==> config.mk <==
export PLATFORM = sky130hd
export DESIGN_NAME = eq_band_mixer
export DESIGN_NICKNAME = d
export VERILOG_FILES = /design/src/rtl/eq_pkg.sv /design/src/rtl/band_mac.sv /design/src/rtl/eq_band_mixer.sv
export SDC_FILE = /design/constraint.sdc
export NUM_CORES = 1
export LEC_CHECK = 0
export ABC_AREA = 1
export BUFFER_PORTS_ARGS = -buffer_cell sky130_fd_sc_hd__buf_2
export CORE_MARGIN = 3
export CORE_UTILIZATION = 60
export DETAILED_ROUTE_END_ITERATION = 10
export PLACE_DENSITY = 0.82
export SLEW_MARGIN = 0
export SYNTH_ARGS = -nofsm -noshare
export SYNTH_HDL_FRONTEND = slang
export SYNTH_SLANG_ARGS = --single-unit
export TNS_END_PERCENT = 10
==> constraint.sdc <==
create_clock -name clock -period 7.7 [get_ports clock]
set_input_delay 0.77 -clock clock [delete_from_list [all_inputs] [get_ports clock]]
set_output_delay 0.77 -clock clock [all_outputs]
set_load 0.01 [all_outputs]
==> src/rtl/eq_pkg.sv <==
// rtl/eq_pkg.sv - shared constants and FSM encoding for the seven-band EQ mixer
package eq_pkg;
  localparam int NUM_BANDS  = 7;
  localparam int W          = 18;
  localparam int GAIN_W     = 8;
  localparam int GAIN_SHIFT = 7;
  localparam int GAIN_UNITY = 128;
  localparam int PROD_W     = W + GAIN_W + 1;
  localparam int ACC_W      = 30;
  localparam int AUDIO_MAX  = 131071;
  localparam int AUDIO_MIN  = -131072;

  typedef enum logic [1:0] {
    ST_IDLE = 2'd0,
    ST_MAC  = 2'd1,
    ST_SAT  = 2'd2
  } state_t;
endpackage

==> src/rtl/band_mac.sv <==
// rtl/band_mac.sv - registered signed multiply-accumulate shared across all bands
module band_mac
  import eq_pkg::*;
(
  input  logic                     clock,
  input  logic                     reset,
  input  logic                     i_clear,
  input  logic                     i_en,
  input  logic signed [W-1:0]      i_sample,
  input  logic [GAIN_W-1:0]        i_gain,
  output logic signed [ACC_W-1:0]  o_acc
);
  logic signed [GAIN_W:0]     w_gain_s;
  logic signed [PROD_W-1:0]   w_prod;
  logic signed [ACC_W-1:0]    r_acc;

  // Gain is unsigned; a zero MSB keeps the signed multiply from treating 255 as -1.
  assign w_gain_s = {1'b0, i_gain};
  assign w_prod   = i_sample * w_gain_s;

  always_ff @(posedge clock) begin
    if (reset || i_clear) begin
      r_acc <= '0;
    end else if (i_en) begin
      r_acc <= r_acc + ACC_W'(w_prod);
    end
  end

  assign o_acc = r_acc;
endmodule

==> src/rtl/eq_band_mixer.sv <==
// rtl/eq_band_mixer.sv - scales seven band samples by user gains and sums them into one saturated sample
module eq_band_mixer
  import eq_pkg::*;
(
  input  logic                 clock,
  input  logic                 reset,
  input  logic                 ready,
  input  logic signed [W-1:0]  band1,
  input  logic signed [W-1:0]  band2,
  input  logic signed [W-1:0]  band3,
  input  logic signed [W-1:0]  band4,
  input  logic signed [W-1:0]  band5,
  input  logic signed [W-1:0]  band6,
  input  logic signed [W-1:0]  band7,
  input  logic [GAIN_W-1:0]    gain1,
  input  logic [GAIN_W-1:0]    gain2,
  input  logic [GAIN_W-1:0]    gain3,
  input  logic [GAIN_W-1:0]    gain4,
  input  logic [GAIN_W-1:0]    gain5,
  input  logic [GAIN_W-1:0]    gain6,
  input  logic [GAIN_W-1:0]    gain7,
  input  logic                 mute,
  output logic signed [W-1:0]  audio_out,
  output logic                 out_valid,
  output logic                 overrun
);
  localparam logic signed [ACC_W-1:0] ACC_MAX = ACC_W'(AUDIO_MAX);
  localparam logic signed [ACC_W-1:0] ACC_MIN = ACC_W'(AUDIO_MIN);
  localparam logic signed [W-1:0]     OUT_MAX = W'(AUDIO_MAX);
  localparam logic signed [W-1:0]     OUT_MIN = W'(AUDIO_MIN);
  localparam logic [2:0]              LAST_IDX = 3'(NUM_BANDS - 1);

  logic signed [W-1:0]      w_band_in [NUM_BANDS];
  logic [GAIN_W-1:0]        w_gain_in [NUM_BANDS];
  logic signed [W-1:0]      r_band    [NUM_BANDS];
  logic [GAIN_W-1:0]        r_gain    [NUM_BANDS];
  logic                     r_mute;
  logic [2:0]               r_idx;
  state_t                   r_state;
  state_t                   w_next;
  logic                     w_snap;
  logic                     w_mac_en;
  logic                     w_out_load;
  logic signed [ACC_W-1:0]  w_acc;
  logic signed [ACC_W-1:0]  w_shift;
  logic signed [W-1:0]      w_result;

  assign w_band_in[0] = band1;
  assign w_band_in[1] = band2;
  assign w_band_in[2] = band3;
  assign w_band_in[3] = band4;
  assign w_band_in[4] = band5;
  assign w_band_in[5] = band6;
  assign w_band_in[6] = band7;
  assign w_gain_in[0] = gain1;
  assign w_gain_in[1] = gain2;
  assign w_gain_in[2] = gain3;
  assign w_gain_in[3] = gain4;
  assign w_gain_in[4] = gain5;
  assign w_gain_in[5] = gain6;
  assign w_gain_in[6] = gain7;

  always_ff @(posedge clock) begin
    if (reset) begin
      r_state <= ST_IDLE;
    end else begin
      r_state <= w_next;
    end
  end

  always_comb begin
    w_next     = r_state;
    w_snap     = 1'b0;
    w_mac_en   = 1'b0;
    w_out_load = 1'b0;
    case (r_state)
      ST_IDLE: begin
        if (ready) begin
          w_snap = 1'b1;
          w_next = ST_MAC;
        end
      end
      ST_MAC: begin
        w_mac_en = 1'b1;
        if (r_idx == LAST_IDX) w_next = ST_SAT;
      end
      ST_SAT: begin
        w_out_load = 1'b1;
        w_next     = ST_IDLE;
      end
      default: w_next = ST_IDLE;
    endcase
  end

  always_ff @(posedge clock) begin
    if (reset) begin
      for (int i = 0; i < NUM_BANDS; i++) begin
        r_band[i] <= '0;
        r_gain[i] <= '0;
      end
      r_mute <= 1'b0;
      r_idx  <= '0;
    end else begin
      if (w_snap) begin
        for (int i = 0; i < NUM_BANDS; i++) begin
          r_band[i] <= w_band_in[i];
          r_gain[i] <= w_gain_in[i];
        end
        r_mute <= mute;
        r_idx  <= '0;
      end else if (w_mac_en) begin
        r_idx <= r_idx + 3'd1;
      end
    end
  end

  band_mac u_band_mac (
    .clock    (clock),
    .reset    (reset),
    .i_clear  (w_snap),
    .i_en     (w_mac_en),
    .i_sample (r_band[r_idx]),
    .i_gain   (r_gain[r_idx]),
    .o_acc    (w_acc)
  );

  // Arithmetic shift floors toward -inf; clamp before narrowing to the output width.
  assign w_shift = w_acc >>> GAIN_SHIFT;

  always_comb begin
    w_result = w_shift[W-1:0];
    if (r_mute) begin
      w_result = '0;
    end else if (w_shift > ACC_MAX) begin
      w_result = OUT_MAX;
    end else if (w_shift < ACC_MIN) begin
      w_result = OUT_MIN;
    end
  end

  always_ff @(posedge clock) begin
    if (reset) begin
      audio_out <= '0;
      out_valid <= 1'b0;
      overrun   <= 1'b0;
    end else begin
      out_valid <= w_out_load;
      if (w_out_load) audio_out <= w_result;
      if (ready && (r_state != ST_IDLE)) overrun <= 1'b1;
    end
  end
endmodule

Word-level counts from Yosys, hierarchy flattened
Memories as Yosys holds them, arrays and structs flattened. A register that Yosys moved wholly into a read port is not among the register bits. Index checks and enable logic that the tools add are counted.

Bits in writable memories: 182. Register bits: 56. Memories kept: 2. Input bits: 186. Output and inout bits: 20. Word-level logic and storage cells: 72.

Memories: r_band (words 7, bits a word 18, rd ports 1, clocked after memory_dff 1, wr ports 7, RTL line eq_band_mixer.sv:35) `logic signed [W-1:0] r_band [NUM_BANDS];`; r_gain (words 7, bits a word 8, rd ports 1, clocked after memory_dff 1, wr ports 7, RTL line eq_band_mixer.sv:36) `logic [GAIN_W-1:0] r_gain [NUM_BANDS];`.

Reductions and logical operators: 6. Multipliers: 1. Eq/ne operators: 5. Add/sub/neg operators: 2. Bitwise gates (word level): 14. Magnitude comparators: 2. Muxes and demuxes: 33.

Operators with widths (count): two-way mux 18 bit (10); two-way mux 8 bit (7); adder 30 x 27 -> 30 bit (1); multiplier 18 x 9 -> 27 bit (1); greater-than comparator 23 x 18 -> 1 bit, second input constant (1); less-than comparator 23 x 18 -> 1 bit, second input constant (1); OR 1 bit (14); two-way mux 3 bit (4); two-way mux 1 bit (9); two-way mux 2 bit (2); inequality test 2 bit, second input constant (2); one-hot mux 2 bit (2 select lines) (1); adder 3 x 1 -> 3 bit, second input constant (1); equality test 3 bit, second input constant (1); equality test 2 x 1 -> 1 bit, second input constant (1); equality test 2 bit, second input constant (1); logical NOT 2 bit (1); AND reduction 2 bit (1); nonzero test 2 bit (1); OR reduction 2 bit (1); logical AND 1 bit (1); logical OR 1 bit (1).

Logic depth before layout (Yosys ltp)
Word-level depth: 6. Depth in mapped cells: 32. Gate-level depth less buffers: 29.

Cells and area by module
From an unflattened synthesis, not the netlist that was laid out.

Cell total of the unflattened synthesis: 2287. Area, all modules: 19034.5 um^2.

Modules (own cells, without submodules): eq_band_mixer (area an instance 10662.7 um^2, instances 1, sequential area each 6045.8 um^2, cells an instance 1060); band_mac (area an instance 8371.8 um^2, instances 1, sequential area each 600.6 um^2, cells an instance 1227).

Worst setup path after synthesis
No wires, ideal clock.

Path kind: reg-to-reg. Start point: reg with a tool-made name. End point: reg u_band_mac.r_acc[28] (netlist: u_band_mac.o_acc[28]). Clock period less this slack: 5430 ps. Data required time: 7591 ps. Arrival: 5321 ps. Setup slack: 2270 ps. Setup time: 109 ps. Stages on the path, launching flop included: 31. Buffers on the path: 3. Cells stage by stage: dfxtp_1 > buf_6 > inv_6 > buf_6 > nor2_1 > o22ai_1 > nand2_1 > nand2_2 > buf_2 > nand2_1 > fa_1 > inv_1 > fa_1 > inv_1 > fa_1 > inv_1 > fa_1 > inv_1 > fa_1 > inv_1 > ha_1 > nand2_1 > inv_1 > a21oi_1 > nand2_1 > a21oi_1 > nand2_1 > nand2_1 > nand3_1 > nand2_1 > inv_1.

RTL lines: end signal: assignment (RTL line band_mac.sv:25) `r_acc <= r_acc + ACC_W'(w_prod);`; end: declaration (RTL line band_mac.sv:15) `logic signed [ACC_W-1:0] r_acc;`.

==> impl_metrics.csv <==
group,metric,value,unit
run_status,status,"finished clean",
sta,fin_crit_sh,86.44,%
cts,cts_sinks,241,
setup_path,crit_type,"reg2reg",
placed_design,placed_cell_area,18810,µm²
sta,tns,0,ns
setup_path,cp_max_fo,53,
cts,cts-buffers-inserted,26,
die,rows,62,
yosys,postSynthAreaPerCell,8.182,µm²
power,clockPowerShare,23.1,%
sta,setup_viol,0,
power,swShare,43.10,%
sta,final_max_slew_viol_count,0,
power,power_density,288.6,nW/µm²
global_route,first_global_vias,14620,
die,die_w,177.7,µm
die,dieArea,31560,µm²
sta,fin_skew,0.02281,ns
sta,period_needed,6.656,ns
die,die_h,177.7,µm
die,start_util,61.27,%
setup_path,cp.required,8.13,ns
setup_path,rr_worst_depth,26,
placed_design,hpwl,34540,µm
cts,post_cts_buffers,0,
yosys,synthDistinctLibCells,36,
cts,cts-root-buf,"clkbuf_16",
yosys,ys_ff_latch,241,
power,p_switching,2451,µW
finish,n_antenna_cell,0,
setup_path,crit_path_start_kind,"flop",
die,core-area,28860,µm²
sta,setup_ws,1.044,ns
finish,nNetsFinal,2723,
sta,finalHoldViolCount,0,
power,p_leak,0.01056,µW
yosys,synth_area,17680,µm²
placed_design,gp_congestion,0.9602,
detailed_routing,drt_iter0_drc,1253,
finish,fin_util,68.31,%
global_route,grt_pass1_wl,72930,µm
placed_design,port_buffers,205,
global_route,track_usage,29.20,%
sta,tightest_slew,1.070,ns
sta,whs,0.4623,ns
global_route,grt_max_degree,88,
cts,worstSkewPairLatency,0.55,ns
global_route,antenna_found_initial,0,
detailed_routing,vias,14320,
global_route,overflow,0,
finish,final_area,19710,µm²
finish,final_cell_mix,"inv_1 (523), nand2_1 (387), nor2_1 (319)",
hold_path,min_path_cells,2,
setup_path,worstPathArrival,7.09,ns
cts,htreeDepth,1,
finish,layout-drive-gt1-share,15.16,%
yosys,ys_seq_area_share,37.59,%
yosys,synth_cells,2161,
hold_path,hold_class,"reg2reg",
power,p_comb_share,49.6,%
die,ios,206,
cts,clockBufferDepth,3,
detailed_routing,drtAntennaViolNets,0,
power,power.internal,3237,µW
sta,rsz0062_at_grt,"no",
cts,clk_pin_slew_worst_paths,0.07,ns
flow_run,cap_violations,0,
detailed_routing,wl,45200,µm
cts,cts_hold_buf,0,
detailed_routing,drcViolationCount,0,
finish,layout_commonest_cell,"inv_1",
sta,maxSlewHeadroom,28.69,%
detailed_routing,viasPerCell,5.240,
yosys,synth_warnings,0,
cts,cts_tree,"done",
placed_design,pre_cts_ws,1.183,ns
finish,area_delta_synth_final,11.49,%
yosys,syn_nets,2556,
power,ir_drop,153.9,µV
cts,post_cts_resized,0,
detailed_routing,dr.pass1.iters,6,
power,p_seq_share,27.3,%
detailed_routing,wl_per_cell,16.54,µm
sta,max_freq,150.2,MHz
setup_path,endpoint_kind,"flop",
## synthesized netlist by cell type
cell type  instances  area, µm²
a21o_1             2      15.01
a21oi_1           73      365.4
a21oi_2            1      8.760
a21oi_4            1      16.27
buf_1              1      3.750
buf_2             30      150.1
buf_4              6      45.04
buf_6             16      180.2
clkbuf_1          23      86.33
clkbuf_2           1      5.000
clkinv_1           1      3.750
dfxtp_1           59       1181
edfxtp_1         182       5465
fa_1             142       2843
ha_1              67      838.3
inv_1            524       1967
inv_2             24      90.09
inv_6              1      8.760
nand2_1          387       1453
nand2_2           24      150.1
nand3_1           71      355.3
nand3b_1           2      15.01
nand4_1            4      25.02
nor2_1           319       1197
nor2_2            41      256.5
nor3_1             3      15.01
o211ai_1          23      172.7
o211ai_2           1      12.51
o21ai_0           70      350.3
o21ai_1           17      85.08
o21bai_1           2      15.01
o22ai_1           27      168.9
o31ai_1            1      7.510
or2_1              1      6.260
xnor2_1            2      17.52
xor2_1            12      105.1
## cell families (layout without fill, tap and decap cells)
| family | count (synthesis) | after routing | synth area share (%) |
|---|---|---|---|
| compound gates | 218 | 218 | 6.886 |
| xor+xnor | 14 | 14 | 0.6935 |
| fa+ha+maj | 209 | 209 | 20.82 |
| buf+inv | 627 | 814 | 14.37 |
| flops | 241 | 241 | 37.59 |
| simple gates | 852 | 852 | 19.64 |
## path summary, 6_finish.rpt
check / slack (ns) / end / start
setup / recovery: 1.04 / u_band_mac.o_acc[29]$_SDFFE_PP0P_ / flop
hold / removal: 0.46 / audio_out[3]$_SDFFE_PP0P_ / audio_out[3]$_SDFFE_PP0P_
setup reg to reg: 1.04 / u_band_mac.o_acc[29]$_SDFFE_PP0P_ / flop
hold reg to reg: 0.46 / audio_out[3]$_SDFFE_PP0P_ / audio_out[3]$_SDFFE_PP0P_
## per-stage QoR
stage | total power, µW | std cells
final | 5688 | 2732
after global routing | 6170 | 2732
after CTS | 5671 | 2732
after global placement | 4264 | 2684
after detailed placement | 4351 | 2684
after floorplan | 3664 | 2161
## area by class of cell
type | instances | area [µm²]
timing repair buffer | 216 | 1109
clock buffer | 28 | 658.1
inverter | 550 | 2074
sequential | 241 | 6648
clock inverter | 20 | 245.2
fill | 2322 | 9146
tap | 384 | 480.5
multi-input combinational | 1293 | 8497
## sequential cells by signal (all words and copies together) (netlist names), named ones only
| signal | flops |
|---|---|
| r_band | 126 |
| r_gain | 56 |
| u_band_mac.o_acc | 30 |
| audio_out | 18 |
| r_idx | 3 |
| r_state | 2 |
| out_valid | 1 |
| overrun | 1 |
| r_mute | 1 |
## per-layer routing
layer | part of all wire [%] | vias up | global-route usage [%]
met4 | 3.0 | 0 | 8.671
met1 | 40 | 6733 | 38.87
met2 | 49 | 645 | 50.42
met3 | 7.9 | 102 | 3.594
li1 | - | 6837 | -
met5 | 0 | - | 0
## power groups by stage
stage | Combinational (µW) | Clock, µW | Sequential (µW)
after detailed placement | 2780 | 0 | 1570
final | 2820 | 1320 | 1550
after global routing | 3240 | 1370 | 1560
after floorplan | 2100 | 0 | 1560
after global placement | 2690 | 0 | 1570
after CTS | 2800 | 1320 | 1550
## critical path, cell delays in order (launching register included)
cell and delay, ns:
dfxtp_1 0.32, inv_2 0.62, o21ai_0 0.22, o22ai_1 0.19, nand2_1 0.09, nand2_2 0.28, nand2_1 0.23, fa_1 0.74
inv_1 0.13, fa_1 0.53, inv_1 0.12, fa_1 0.50, inv_1 0.05, fa_1 0.51, inv_1 0.06, fa_1 0.48
inv_1 0.04, ha_1 0.39, nand2_1 0.13, nor2_1 0.25, nand2_1 0.13, nor2_1 0.10, nand2_1 0.08, nand3_1 0.09
nand2_1 0.05, nor2_1 0.13, nor2_1 0.06
Power figures use the tool's default switching activity.
